[src/rtl/pzcorebus_upsizer_wdata_packer_if.sv]
// Narrow-in / wide-out write-data bus of the upsizer packer.
// slave: packer view; master: view of the block driving narrow beats and accepting wide beats.
interface pzcorebus_upsizer_wdata_packer_if #(
    parameter int unsigned UNIT_WIDTH        = 8,
    parameter int unsigned SLAVE_DATA_WIDTH  = 32,
    parameter int unsigned MASTER_DATA_WIDTH = 128
) ();
    localparam int unsigned SSIZE = SLAVE_DATA_WIDTH / UNIT_WIDTH;
    localparam int unsigned MSIZE = MASTER_DATA_WIDTH / UNIT_WIDTH;
    localparam int unsigned IW    = $clog2(MSIZE);

    logic [IW-1:0]                i_start_index;
    logic                         i_mdata_valid;
    logic                         o_mdata_accept;
    logic [SLAVE_DATA_WIDTH-1:0]  i_mdata;
    logic [SSIZE-1:0]             i_mdata_byteen;
    logic                         i_mdata_last;
    logic                         o_mdata_valid;
    logic                         i_mdata_accept;
    logic [MASTER_DATA_WIDTH-1:0] o_mdata;
    logic [MSIZE-1:0]             o_mdata_byteen;
    logic                         o_mdata_last;

    modport slave (
        input  i_start_index,
        input  i_mdata_valid,
        output o_mdata_accept,
        input  i_mdata,
        input  i_mdata_byteen,
        input  i_mdata_last,
        output o_mdata_valid,
        input  i_mdata_accept,
        output o_mdata,
        output o_mdata_byteen,
        output o_mdata_last
    );

    modport master (
        output i_start_index,
        output i_mdata_valid,
        input  o_mdata_accept,
        output i_mdata,
        output i_mdata_byteen,
        output i_mdata_last,
        input  o_mdata_valid,
        output i_mdata_accept,
        input  o_mdata,
        input  o_mdata_byteen,
        input  o_mdata_last
    );
endinterface

[src/rtl/pzcorebus_upsizer_wdata_packer.sv]
// Packs narrow write-data beats into wide beats with per-unit enables.
// Optional PZCOREBUS_UPSIZER_PACKER_ZERO_FILL_EN zeroes output units whose enable is clear.
module pzcorebus_upsizer_wdata_packer #(
    parameter int unsigned UNIT_WIDTH        = 8,
    parameter int unsigned SLAVE_DATA_WIDTH  = 32,
    parameter int unsigned MASTER_DATA_WIDTH = 128
) (
    input logic                           i_clk,
    input logic                           i_rst_n,
    pzcorebus_upsizer_wdata_packer_if.slave bus
);
    localparam int unsigned SSIZE = SLAVE_DATA_WIDTH / UNIT_WIDTH;
    localparam int unsigned MSIZE = MASTER_DATA_WIDTH / UNIT_WIDTH;
    localparam int unsigned IW    = $clog2(MSIZE);

    // First-beat offset is aligned down to a whole narrow beat.
    localparam logic [IW-1:0] START_MASK = ~IW'(SSIZE - 1);
    localparam logic [IW-1:0] LAST_SLOT  = IW'(MSIZE - SSIZE);

    logic                         busy_q;
    logic [IW-1:0]                index_q;
    logic [MASTER_DATA_WIDTH-1:0] acc_data_q;
    logic [MSIZE-1:0]             acc_be_q;
    logic                         out_valid_q;
    logic                         out_last_q;
    logic [MASTER_DATA_WIDTH-1:0] out_data_q;
    logic [MSIZE-1:0]             out_be_q;

    logic                         in_xfer;
    logic                         out_xfer;
    logic                         flush;
    logic [IW-1:0]                idx;
    logic [IW-1:0]                index_next;
    logic [MASTER_DATA_WIDTH-1:0] merged_data;
    logic [MSIZE-1:0]             merged_be;
    logic [MASTER_DATA_WIDTH-1:0] load_data;

    assign bus.o_mdata_accept = !out_valid_q || bus.i_mdata_accept;
    assign bus.o_mdata_valid  = out_valid_q;
    assign bus.o_mdata_last   = out_last_q;
    assign bus.o_mdata        = out_data_q;
    assign bus.o_mdata_byteen = out_be_q;

    assign in_xfer    = bus.i_mdata_valid && bus.o_mdata_accept;
    assign out_xfer   = out_valid_q && bus.i_mdata_accept;
    assign idx        = busy_q ? index_q : (bus.i_start_index & START_MASK);
    assign index_next = idx + IW'(SSIZE);
    assign flush      = in_xfer && ((idx == LAST_SLOT) || bus.i_mdata_last);

    always_comb begin
        merged_data = acc_data_q;
        merged_be   = acc_be_q;
        merged_data[int'(idx)*UNIT_WIDTH +: SLAVE_DATA_WIDTH] = bus.i_mdata;
        merged_be[int'(idx) +: SSIZE] = bus.i_mdata_byteen;
    end

`ifdef PZCOREBUS_UPSIZER_PACKER_ZERO_FILL_EN
    always_comb begin
        load_data = merged_data;
        for (int u = 0; u < int'(MSIZE); u++) begin
            if (!merged_be[u]) begin
                load_data[u*UNIT_WIDTH +: UNIT_WIDTH] = '0;
            end
        end
    end
`else
    assign load_data = merged_data;
`endif

    always_ff @(posedge i_clk) begin
        if (!i_rst_n) begin
            busy_q      <= 1'b0;
            index_q     <= '0;
            acc_data_q  <= '0;
            acc_be_q    <= '0;
            out_valid_q <= 1'b0;
            out_last_q  <= 1'b0;
            out_data_q  <= '0;
            out_be_q    <= '0;
        end else begin
            if (in_xfer) begin
                busy_q     <= !bus.i_mdata_last;
                index_q    <= index_next;
                acc_data_q <= flush ? '0 : merged_data;
                acc_be_q   <= flush ? '0 : merged_be;
            end
            // A new word may load in the same cycle the previous one is accepted.
            if (flush) begin
                out_valid_q <= 1'b1;
                out_last_q  <= bus.i_mdata_last;
                out_data_q  <= load_data;
                out_be_q    <= merged_be;
            end else if (out_xfer) begin
                out_valid_q <= 1'b0;
            end
        end
    end
endmodule

[src/flat_wrapper.sv]
// flat-port wrapper written by rule: the top's interface ports become plain ports
module pzcorebus_upsizer_wdata_packer_flat 
#(
    parameter int unsigned UNIT_WIDTH        = 8,
    parameter int unsigned SLAVE_DATA_WIDTH  = 32,
    parameter int unsigned MASTER_DATA_WIDTH = 128
)
  (i_clk, i_rst_n, bus_i_start_index, bus_i_mdata_valid, bus_o_mdata_accept, bus_i_mdata, bus_i_mdata_byteen, bus_i_mdata_last, bus_o_mdata_valid, bus_i_mdata_accept, bus_o_mdata, bus_o_mdata_byteen, bus_o_mdata_last);
  pzcorebus_upsizer_wdata_packer_if #(.UNIT_WIDTH(UNIT_WIDTH), .SLAVE_DATA_WIDTH(SLAVE_DATA_WIDTH), .MASTER_DATA_WIDTH(MASTER_DATA_WIDTH)) bus_i ();
  input logic i_clk;
  input logic i_rst_n;
  input wire logic [$bits(bus_i.i_start_index)-1:0] bus_i_start_index;
  input wire logic [$bits(bus_i.i_mdata_valid)-1:0] bus_i_mdata_valid;
  output wire logic [$bits(bus_i.o_mdata_accept)-1:0] bus_o_mdata_accept;
  input wire logic [$bits(bus_i.i_mdata)-1:0] bus_i_mdata;
  input wire logic [$bits(bus_i.i_mdata_byteen)-1:0] bus_i_mdata_byteen;
  input wire logic [$bits(bus_i.i_mdata_last)-1:0] bus_i_mdata_last;
  output wire logic [$bits(bus_i.o_mdata_valid)-1:0] bus_o_mdata_valid;
  input wire logic [$bits(bus_i.i_mdata_accept)-1:0] bus_i_mdata_accept;
  output wire logic [$bits(bus_i.o_mdata)-1:0] bus_o_mdata;
  output wire logic [$bits(bus_i.o_mdata_byteen)-1:0] bus_o_mdata_byteen;
  output wire logic [$bits(bus_i.o_mdata_last)-1:0] bus_o_mdata_last;
  assign bus_i.i_start_index = bus_i_start_index;
  assign bus_i.i_mdata_valid = bus_i_mdata_valid;
  assign bus_o_mdata_accept = bus_i.o_mdata_accept;
  assign bus_i.i_mdata = bus_i_mdata;
  assign bus_i.i_mdata_byteen = bus_i_mdata_byteen;
  assign bus_i.i_mdata_last = bus_i_mdata_last;
  assign bus_o_mdata_valid = bus_i.o_mdata_valid;
  assign bus_i.i_mdata_accept = bus_i_mdata_accept;
  assign bus_o_mdata = bus_i.o_mdata;
  assign bus_o_mdata_byteen = bus_i.o_mdata_byteen;
  assign bus_o_mdata_last = bus_i.o_mdata_last;
  pzcorebus_upsizer_wdata_packer #(.UNIT_WIDTH(UNIT_WIDTH), .SLAVE_DATA_WIDTH(SLAVE_DATA_WIDTH), .MASTER_DATA_WIDTH(MASTER_DATA_WIDTH)) u_core (.i_clk(i_clk), .i_rst_n(i_rst_n), .bus(bus_i));
endmodule
[config.mk]
export PLATFORM = sky130hd
export DESIGN_NAME = pzcorebus_upsizer_wdata_packer_flat
export DESIGN_NICKNAME = d
export VERILOG_FILES = /design/src/rtl/pzcorebus_upsizer_wdata_packer_if.sv /design/src/rtl/pzcorebus_upsizer_wdata_packer.sv /design/src/flat_wrapper.sv
export SDC_FILE = /design/constraint.sdc
export NUM_CORES = 1
export LEC_CHECK = 0
export CORE_ASPECT_RATIO = 1.4
export CORE_MARGIN = 2
export CORE_UTILIZATION = 50
export CTS_CLUSTER_DIAMETER = 30
export CTS_CLUSTER_SIZE = 25
export DETAILED_ROUTE_END_ITERATION = 6
export PLACE_DENSITY = 0.78
export RECOVER_POWER = 100
export SKIP_LAST_GASP = 1
export SLEW_MARGIN = 20
export SYNTH_ARGS = -nofsm -noshare
export SYNTH_HDL_FRONTEND = slang
export SYNTH_SLANG_ARGS = --single-unit
[constraint.sdc]
create_clock -name i_clk -period 8.7 [get_ports i_clk]
set_input_delay 2.61 -clock i_clk [delete_from_list [all_inputs] [get_ports i_clk]]
set_output_delay 2.61 -clock i_clk [all_outputs]
set_load 0.05 [all_outputs]
# ---- Word level (Yosys, flattened, before mapping)
# Index checks and enable logic that the tools add are counted.
dict set report word_totals {
  output_inout_bits 147
  reg_bits 295
  input_bits 45
  elab_cells 31
}
dict set report classes {
  eq_ne 1
  shifts 4
  reduce_logical 8
  muxes 7
  n_addsub 3
}
# operator count
set ops {}
lappend ops {{$bwmux 128} 1}
lappend ops {{$mux 128} 1}
lappend ops {{$shift 32x34->128 const A} 1}
lappend ops {{$shiftx 32x34->128} 1}
lappend ops {{$neg 7->34} 1}
lappend ops {{$neg 4->33} 1}
lappend ops {{$shift 4x33->16 const A} 1}
lappend ops {{$shiftx 4x33->16} 1}
lappend ops {{$bwmux 16} 1}
lappend ops {{$mux 16} 1}
lappend ops {{$add 4x3->4 const B} 1}
lappend ops {{$eq 4x4->1 const B} 1}
lappend ops {{$mux 4} 1}
lappend ops {{$logic_and 1x1->1} 3}
lappend ops {{$logic_not 1->1} 2}
lappend ops {{$logic_or 1x1->1} 2}
lappend ops {{$mux 1} 2}
lappend ops {{$reduce_bool 2->1} 1}

# ---- Longest topological paths before layout
# Gate-level depths: netlist (run 1).
dict set report depth {
  word_depth 5
  depth_mapped 14
  mapped_depth_nobuf 9
}

# ---- Worst setup path before layout (run 1)
# Ideal clock, no wire load.
dict set report synth_timing {
  path_type {input to output}
  from {input bus_i_mdata_accept}
  to {output bus_o_mdata_accept}
  setup_slack_ns 2.981
  path_stages 2
  n_path_buf 0
  arrival_time_ns 3.109
  required_ns 6.090
  path_cell_list {nor2b_1 > inv_1}
}
dict set report synth_via {
  elab_chain_len 1
}
# item line
set synth_lines {}
lappend synth_lines {{start: declaration} flat_wrapper.sv:19} ;# input wire logic [$bits(bus_i.i_mdata_accept)-1:0] bus_i_mdata_accept;
lappend synth_lines {{$logic_or 1x1->1} pzcorebus_upsizer_wdata_packer.sv:38} ;# assign bus.o_mdata_accept = !out_valid_q || bus.i_mdata_accept;
lappend synth_lines {{end: declaration} flat_wrapper.sv:14} ;# output wire logic [$bits(bus_i.o_mdata_accept)-1:0] bus_o_mdata_accept;
# No other way between the ends.

# ---- Worst setup path in the final report (run 1)
dict set report layout_timing {
  from {input bus_i_start_index[2]}
  to {register u_core.acc_be_q[7]}
}
dict set report layout_via {
  elab_chain_len 5
  elab_cells_between_ends 9
  cone_classes {1 x add/sub; 1 x eq/ne; 2 x shift; 3 x mux; 2 x reduce/logical}
}
# item line
set layout_lines {}
lappend layout_lines {{start: declaration} flat_wrapper.sv:12} ;# input wire logic [$bits(bus_i.i_start_index)-1:0] bus_i_start_index;
lappend layout_lines {{$mux 4 *} pzcorebus_upsizer_wdata_packer.sv:46} ;# assign idx = busy_q ? index_q : (bus.i_start_index & START_MASK);
lappend layout_lines {{$neg 4->33 / $eq 4x4->1 (equally long branches)} {pzcorebus_upsizer_wdata_packer.sv:54, pzcorebus_upsizer_wdata_packer.sv:48}}
lappend layout_lines {{$shiftx 4x33->16 (tied with other cells)} pzcorebus_upsizer_wdata_packer.sv:54} ;# merged_be[int'(idx) +: SSIZE] = bus.i_mdata_byteen;
lappend layout_lines {{$bwmux 16 / $logic_and 1x1->1 (equally long branches)} {pzcorebus_upsizer_wdata_packer.sv:54, pzcorebus_upsizer_wdata_packer.sv:48}}
lappend layout_lines {{$mux 16 *} pzcorebus_upsizer_wdata_packer.sv:85} ;# acc_be_q <= flush ? '0 : merged_be;
lappend layout_lines {{end signal: assignment} pzcorebus_upsizer_wdata_packer.sv:85}
lappend layout_lines {{end: declaration} pzcorebus_upsizer_wdata_packer.sv:23} ;# logic [MSIZE-1:0] acc_be_q;
# Every way passes the cells marked *; elsewhere a longest branch is shown, timed or not.
# A chain may end at the register's enable or synchronous reset.

==> PnR_summary.wiki, run 1 <==
{| class="wikitable"
! Metric !! Value
|-
| Hold bufs inserted after CTS || 0
|-
| Drc violations || 0
|-
| Residual overflow from global routing || 0
|-
| Routed via count divided by cell count || 6.41
|-
| Filler Cells Inserted || 2,244
|-
| Largest net degree at the start of global routing || 103
|-
| Setup fix buffers added after clock tree synthesis || 0
|-
| Starting density of the core || 50.5%
|-
| Count of pins on the block boundary || 192
|-
| Headroom to the max-slew limit || -14.7%
|-
| Inserted Clock Buffers || 42
|-
| Final worst slack || 1.33 ns
|-
| Overall track demand over capacity in global routing || 31.1%
|-
| Maximum number of buffers from clock root to sink || 3
|-
| Violated checks || capacitance limit, slew limit
|-
| Number of synthesized flops with an enable pin || 0
|-
| Launch instance of the worst min-delay path || u_core.bus.o_mdata[12]
|-
| Share of layout cells above drive strength 1 || 7.89%
|-
| Part of the power in the clock network || 47.3%
|-
| Initial antenna violation count || 0
|-
| Insertion delay of the later-clocked pin in the worst-skew pair || 0.55 ns
|-
| Most used DFF post-synth || sky130_fd_sc_hd__dfxtp_1
|-
| Logic pwr share || 15.5%
|-
| Yosys top cell by area || sky130_fd_sc_hd__dfxtp_1
|-
| Clock transition at path regs || 0.06 ns
|-
| Reg2reg start || u_core.index_q[0]
|-
| Max Fclk || 0.136 GHz
|-
| Min-Delay Path Class || reg2reg
|-
| Worst Tran Pin Value || 1.72 ns
|-
| Required @ worst endpoint || 9.13 ns
|-
| Met3 wire length || 3610 um
|-
| Total Nets Final || 1,690
|-
| Static Leakage || 6.30 nW
|-
| Biggest fanout along the worst timing path || 52
|-
| Synth-to-layout area growth || 25.0%
|-
| Number of buffers added on ports || 189
|-
| Share of the yosys chip area belonging to registers || 43.7%
|-
| Post-synthesis average cell area || 8.92 um^2
|-
| Ordered list of cells on the worst path || dlygate4sd3_1 -> or2_2 -> a21o_1 -> a21oi_1 -> nor3_2 -> o21ai_0 -> a22o_1
|-
| Critical Path AT || 7.80 ns
|-
| Critical path class || in2reg
|-
| H-tree depth || 2
|-
| Final min period || 7.37 ns
|-
| Max-cap check violation count || 2
|-
| Sort of element at the start of the critical path || primary input
|-
| Floorplan core area || 26,700 um^2
|-
| Switching power || 0.00118 W
|-
| Count of synthesis-stage warnings from yosys || 0
|-
| Hold Fails Final Rpt || 0
|-
| Detailed placement HPWL || 30,700 um
|-
| Post-synthesis sequential element count || 295
|-
| Kind of capture point of the worst setup path || register
|-
| DR WL met2 || 21,100 um
|-
| Async set-or-reset flop fraction in the synthesized netlist || 0%
|-
| GPL Wtd Cong || 0.969
|-
| Post-Route Setup TNS || 0 ns
|-
| Post-Synthesis Cell Area || 13,500 um^2
|-
| Biggest cell delay along the critical path || 1.27 ns
|-
| TritonCTS clock tree || done
|-
| Number of resized instances in the post-cts repair step || 0
|-
| Post-placement setup slack || 1.77 ns
|-
| Worst setup path startpoint || bus_i_start_index[2]
|-
| Total wire length || 45,700 um
|-
| Period utilization || 84.8%
|-
| Site Rows || 71
|-
| Count of nets left with antenna violations after detail routing || 0
|-
| TritonRoute pass-1 iters || 7
|-
| Wire length of the first global-routing pass || 69,000 um
|-
| Slowest library cell on the worst path || sky130_fd_sc_hd__a21o_1
|-
| Vert. Die Dim || 199 um
|-
| Die area || 28,400 um^2
|-
| Clk sinks || 295
|-
| Max-slew violation count || 82
|-
| Buffer type at the clock tree root || sky130_fd_sc_hd__clkbuf_16
|-
| Status || finished with violations
|-
| Total number of vias || 13,100
|-
| Floorplan die width || 143 um
|-
| Number of distinct library cells after synthesis || 74
|-
| Total routed wire length on the met1 layer || 18,100 um
|-
| Number of instances in the synthesized netlist || 1,515
|-
| WL/cell || 22.4 um
|-
| Nets in the synthesized netlist || 1,565
|-
| Number of global-route vias before repair || 12,300
|-
| Antenna Cells || 0
|-
| Number of design-rule violations left by the first detailed-router iteration || 1,311
|-
| Register share of total power || 37.2%
|-
| Total power per unit cell area || 224 nW/um^2
|-
| Switching power as a share of total power || 31.2%
|-
| Maximum resistive drop on vdd || 0.152 mV
|-
| DR top layer || met4
|-
| Setup violation total in the final timing report || 0
|-
| Final setup skew || 0.0330 ns
|-
| Power Internal || 0.00261 W
|-
| Unrepaired setup endpoints after global routing || no
|-
| Top cell type's share of synthesized area || 43.7%
|-
| Biggest area contributors in the synthesized netlist || sky130_fd_sc_hd__dfxtp_1, sky130_fd_sc_hd__o21ai_0, sky130_fd_sc_hd__o2bb2ai_1, sky130_fd_sc_hd__mux2i_1, sky130_fd_sc_hd__nand2_1
|}
-- cells in the final DEF (no fill, tap or decap), types with 17 or more instances in the layout --
master	Yosys	layout
sky130_fd_sc_hd__a211oi_1	20	20
sky130_fd_sc_hd__a21oi_1	98	100
sky130_fd_sc_hd__a221o_1	17	17
sky130_fd_sc_hd__a22o_1	36	36
sky130_fd_sc_hd__a22oi_1	25	25
sky130_fd_sc_hd__a31oi_1	30	30
sky130_fd_sc_hd__a32oi_1	17	17
sky130_fd_sc_hd__and3_1	20	20
sky130_fd_sc_hd__clkbuf_16	0	43
sky130_fd_sc_hd__clkdlybuf4s50_1	0	38
sky130_fd_sc_hd__dfxtp_1	295	295
sky130_fd_sc_hd__dlygate4sd3_1	0	150
sky130_fd_sc_hd__mux2i_1	66	66
sky130_fd_sc_hd__nand2_1	140	141
sky130_fd_sc_hd__nand3_1	75	75
sky130_fd_sc_hd__nor2_1	67	67
sky130_fd_sc_hd__nor3_1	27	24
sky130_fd_sc_hd__o21ai_0	147	155
sky130_fd_sc_hd__o22ai_1	18	18
sky130_fd_sc_hd__o2bb2ai_1	79	79
sky130_fd_sc_hd__o31ai_1	17	17
-- synthesized netlist by cell type, drive strengths merged, types with 6 or more instances --
cell type	number
o32ai	10
a21oi	103
nor3	29
or3	6
buf	44
nor2b	6
o221ai	10
a31oi	30
and3	20
a22o	36
a211o	9
mux2	15
nand2	141
clkbuf	84
o21a	6
o2bb2ai	79
nand3	75
inv	18
a32oi	17
mux2i	67
o21ai	160
a221o	17
a2bb2oi	9
dfxtp	295
a32o	10
o22ai	18
nor4	12
o31ai	17
a211oi	20
a22oi	26
and2	12
nor2	68
-- logic make-up after synthesis --
family                   count (synthesis)  synth area share (%)
multiplexers                            82                  6.29
AO/OA/AOI/OAI                          590                  30.5
flip-flops                             295                  43.7
XOR/XNOR                                 7                 0.648
adder cells (fa/ha/maj)                  5                 0.463
AND/OR/NAND/NOR                        390                  13.6
buffers and inverters                  146                  4.79
-- per-layer routing --
layer / vias to the layer above / track usage, %
li1: 5982 / -
met1: 6306 / 39.1
met2: 605 / 49.7
met3: 170 / 5.75
met4: 0 / 18.2
met5: - / 0
-- power by group through the flow --
stage                     clock (W)  combinational, W  sequential (W)
after CTS                   0.00180          0.000596         0.00141
after global placement            0          0.000586         0.00144
after global routing        0.00186          0.000617         0.00141
after detailed placement          0          0.000592         0.00144
final                       0.00180          0.000587         0.00141
after floorplan                   0          0.000281         0.00155
-- worst max-delay path, delay by kind of cell --
| kind | cells | cell delay, ns |
|---|---|---|
| AOI/OAI and AO/OA | 4 | 3.21 |
| buffers and inverters | 1 | 0.69 |
| and+or+nand+nor | 2 | 1.29 |
-- path summary, 6_finish.rpt --
path                            slack, ns                      to  depth (start not counted)
worst max-delay path                 1.33      u_core.acc_be_q[7]                          7
worst min register to register       0.45  u_core.bus.o_mdata[12]                          2
worst max register to register       3.35      u_core.acc_be_q[7]                          6
worst min-delay path                 0.45  u_core.bus.o_mdata[12]                          2
-- layout make-up --
| cell class | instances | area [um^2] | share of cell area, % |
|---|---|---|---|
| inverters | 18 | 68.8 | 0.407 |
| well taps | 365 | 457 | 2.70 |
| flip-flops and latches | 295 | 5910 | 34.9 |
| clock buffers | 47 | 1120 | 6.63 |
| repair buffers | 209 | 2020 | 12.0 |
| multi-input cells | 1074 | 6940 | 41.0 |
| clock inverters | 30 | 389 | 2.30 |
-- flip-flops by register name, summed over array words and instances (netlist names) --
register / cells
u_core.bus.o_mdata_byteen: 16
u_core.acc_be_q: 16
u_core.index_q: 4
u_core.bus.o_mdata_valid: 1
u_core.acc_data_q: 128
u_core.bus.o_mdata: 128
u_core.busy_q: 1
u_core.bus.o_mdata_last: 1
-- per-stage QoR --
stage          hold slack (ns)  instance area [um^2]  utilization, %  power, W  std cells
2_1_floorplan            0.424                 13500               -   0.00184       1515
3_3_place_gp             0.435                 15500            57.9   0.00203       1961
3_5_place_dp             0.443                 15500            57.9   0.00203       1961
4_1_cts                  0.458                 17000            63.5   0.00381       2038
5_1_grt                  0.470                 16900            63.2   0.00389       2038
6_report                 0.448                 16900            63.2   0.00379       2038
Power figures use the tool's default switching activity.
==> run 2, diff against run 1 <==
--- a/config.mk
+++ b/config.mk
@@ -11,7 +11,7 @@
 export CTS_CLUSTER_DIAMETER = 30
 export CTS_CLUSTER_SIZE = 25
 export DETAILED_ROUTE_END_ITERATION = 6
-export PLACE_DENSITY = 0.78
+export PLACE_DENSITY = 0.81
 export RECOVER_POWER = 100
 export SKIP_LAST_GASP = 1
 export SLEW_MARGIN = 20
==> constraint.sdc (replaced) <==
create_clock -name i_clk -period 5.91 [get_ports i_clk]
set_input_delay 1.773 -clock i_clk [delete_from_list [all_inputs] [get_ports i_clk]]
set_output_delay 1.773 -clock i_clk [all_outputs]
set_load 0.05 [all_outputs]
==> PnR_summary.wiki, run 2 (synthesized netlist as in run 1, its figures left out) <==
{| class="wikitable"
! Metric !! Value
|-
| Status || finished with violations
|-
| Violated checks || capacitance limit, slew limit
|-
| Reg2reg start || u_core.index_q[0]
|-
| Biggest cell delay along the critical path || 0.69 ns
|-
| Max-cap check violation count || 1
|-
| Switching power || 0.00163 W
|-
| Setup violation total in the final timing report || 0
|-
| Sort of element at the start of the critical path || primary input
|-
| Final setup skew || 0.0149 ns
|-
| Insertion delay of the later-clocked pin in the worst-skew pair || 0.52 ns
|-
| Total power per unit cell area || 319 nW/um^2
|-
| Post-Route Setup TNS || 0 ns
|-
| WL/cell || 21.8 um
|-
| Maximum resistive drop on vdd || 0.236 mV
|-
| Drc violations || 0
|-
| Unrepaired setup endpoints after global routing || no
|-
| Total Nets Final || 1,708
|-
| Slowest library cell on the worst path || sky130_fd_sc_hd__dlygate4sd3_1
|-
| Number of buffers added on ports || 189
|-
| Number of resized instances in the post-cts repair step || 0
|-
| Total number of vias || 13,000
|-
| Most frequent standard cell in the layout excluding fill and tap cells || sky130_fd_sc_hd__dfxtp_1
|-
| Highest-count cells in the layout ignoring fill and taps || sky130_fd_sc_hd__dfxtp_1, sky130_fd_sc_hd__o21ai_0, sky130_fd_sc_hd__dlygate4sd3_1
|-
| Part of the power in the clock network || 45.3%
|-
| Critical Path AT || 5.79 ns
|-
| Number of design-rule violations left by the first detailed-router iteration || 1,406
|-
| Residual overflow from global routing || 0
|-
| Depth of the worst hold-timing path || 2
|-
| Buffer type at the clock tree root || sky130_fd_sc_hd__clkbuf_16
|-
| Switching power as a share of total power || 30.3%
|-
| Max-slew violation count || 29
|-
| Detailed placement HPWL || 30,800 um
|-
| Clk sinks || 295
|-
| Vert. Die Dim || 199 um
|-
| Share of layout cells above drive strength 1 || 8.06%
|-
| Hold Fails Final Rpt || 0
|-
| Worst hold margin || 0.451 ns
|-
| TritonRoute pass-1 iters || 6
|-
| Hold worst-path end || u_core.bus.o_mdata[9]
|-
| Headroom to the max-slew limit || -8.45%
|-
| TritonCTS clock tree || done
|-
| Launch instance of the worst min-delay path || u_core.bus.o_mdata[9]
|-
| Maximum number of buffers from clock root to sink || 3
|-
| Inserted Clock Buffers || 40
|-
| Static Leakage || 6.33 nW
|-
| Final min period || 5.37 ns
|-
| Count of nets left with antenna violations after detail routing || 0
|-
| Total wire length || 44,800 um
|-
| Clock transition at path regs || 0.06 ns
|-
| Routed via count divided by cell count || 6.34
|-
| Initial antenna violation count || 2
|-
| H-tree depth || 2
|-
| Most used cell, CP || sky130_fd_sc_hd__nand2_1
|-
| Number of global-route vias before repair || 12,600
|-
| Setup slack of the most critical reg-to-reg path || 1.38 ns
|-
| Largest net degree at the start of global routing || 172
|-
| Layout Cell Area excl Fill || 16,900 um^2
|-
| Filler Cells Inserted || 2,188
|-
| Register share of total power || 38.5%
|-
| Starting density of the core || 50.5%
|-
| Power Internal || 0.00376 W
|-
| Max Fclk || 0.186 GHz
|-
| Min-Delay Path Class || reg2reg
|-
| Overall track demand over capacity in global routing || 31.1%
|-
| Wire length of the first global-routing pass || 69,300 um
|-
| Biggest fanout along the worst timing path || 10
|-
| Ordered list of cells on the worst path || dlygate4sd3_1 -> mux2_1 -> inv_6 -> ha_1 -> nand2_1 -> nand2_1 -> nor3_2 -> clkbuf_1 -> o21ai_0 -> a22o_1
|-
| Site Rows || 71
|-
| Critical path class || in2reg
|-
| Die area || 28,400 um^2
|-
| Logic pwr share || 16.2%
|-
| Floorplan die width || 143 um
|-
| GPL Wtd Cong || 0.982
|-
| Setup fix buffers added after clock tree synthesis || 0
|-
| Synth-to-layout area growth || 25.0%
|-
| Period utilization || 90.9%
|-
| Hold bufs inserted after CTS || 0
|-
| Endpoint of the worst-slack reg-to-reg timing path || u_core.acc_data_q[126]
|-
| Count of pins on the block boundary || 192
|-
| Kind of capture point of the worst setup path || register
|-
| FF-to-FF path depth || 12
|-
| Floorplan core area || 26,700 um^2
|-
| Required @ worst endpoint || 6.33 ns
|-
| Post-DP Area || 15,600 um^2
|-
| Worst Tran Pin Value || 1.63 ns
|}
[run 2: worst max-delay path by stage]
stage                              start  slack (ns)                     end  depth (start not counted)
finish              bus_i_start_index[2]        0.54   u_core.acc_data_q[59]                         10
floorplan           bus_i_start_index[3]        1.82  u_core.bus.o_mdata[95]                         12
global placement      bus_i_mdata_accept        0.67      bus_o_mdata_accept                          4
CTS                   bus_i_mdata_accept        0.66      bus_o_mdata_accept                          4
detailed placement    bus_i_mdata_accept        0.67      bus_o_mdata_accept                          4
global route        bus_i_start_index[2]        0.32   u_core.acc_data_q[11]                         10
[run 2: area by class of cell]
cell class	instances	area [um^2]	area share [%]
diodes	1	2.50	0.0148
multi-input cells	1074	6930	41.0
well taps	365	457	2.70
repair buffers	229	2160	12.8
inverters	18	72.6	0.429
clock inverters	24	289	1.71
clock buffers	48	1080	6.41
flip-flops and latches	295	5910	34.9
[run 2: routing by layer]
layer | vias to the layer above | routed length [um] | global-route usage, %
li1 | 6031 | - | -
met5 | - | 0 | 0
met2 | 676 | 21100 | 50.7
met4 | 0 | 2830 | 19.1
met3 | 175 | 3470 | 5.13
met1 | 6144 | 17400 | 38.1
[run 2: critical path, delay by kind of cell]
| family | cells | cell delay, ns |
|---|---|---|
| and+or+nand+nor | 3 | 0.92 |
| buffers and inverters | 3 | 1.38 |
| adders and majority gates | 1 | 0.32 |
| muxes | 1 | 0.47 |
| AOI/OAI and AO/OA | 2 | 0.92 |
[run 2: metrics by stage]
| stage | utilization, % | total power, W | instances | worst slack, ns |
|---|---|---|---|---|
| after detailed placement | 58.4 | 0.00300 | 1981 | 0.667 |
| after CTS | 63.6 | 0.00543 | 2053 | 0.661 |
| final | 63.2 | 0.00539 | 2054 | 0.536 |
| after global placement | 58.4 | 0.00299 | 1981 | 0.673 |
| after global routing | 63.2 | 0.00555 | 2054 | 0.321 |
| after floorplan | - | 0.00270 | 1515 | 1.82 |
[run 2: power by group through the flow]
| stage | combinational (W) | clock (W) | sequential [W] |
|---|---|---|---|
| after floorplan | 0.000414 | 0 | 0.00229 |
| after global placement | 0.000871 | 0 | 0.00212 |
| after detailed placement | 0.000881 | 0 | 0.00212 |
| after CTS | 0.000888 | 0.00246 | 0.00208 |
| after global routing | 0.000922 | 0.00255 | 0.00208 |
| final | 0.000874 | 0.00244 | 0.00208 |
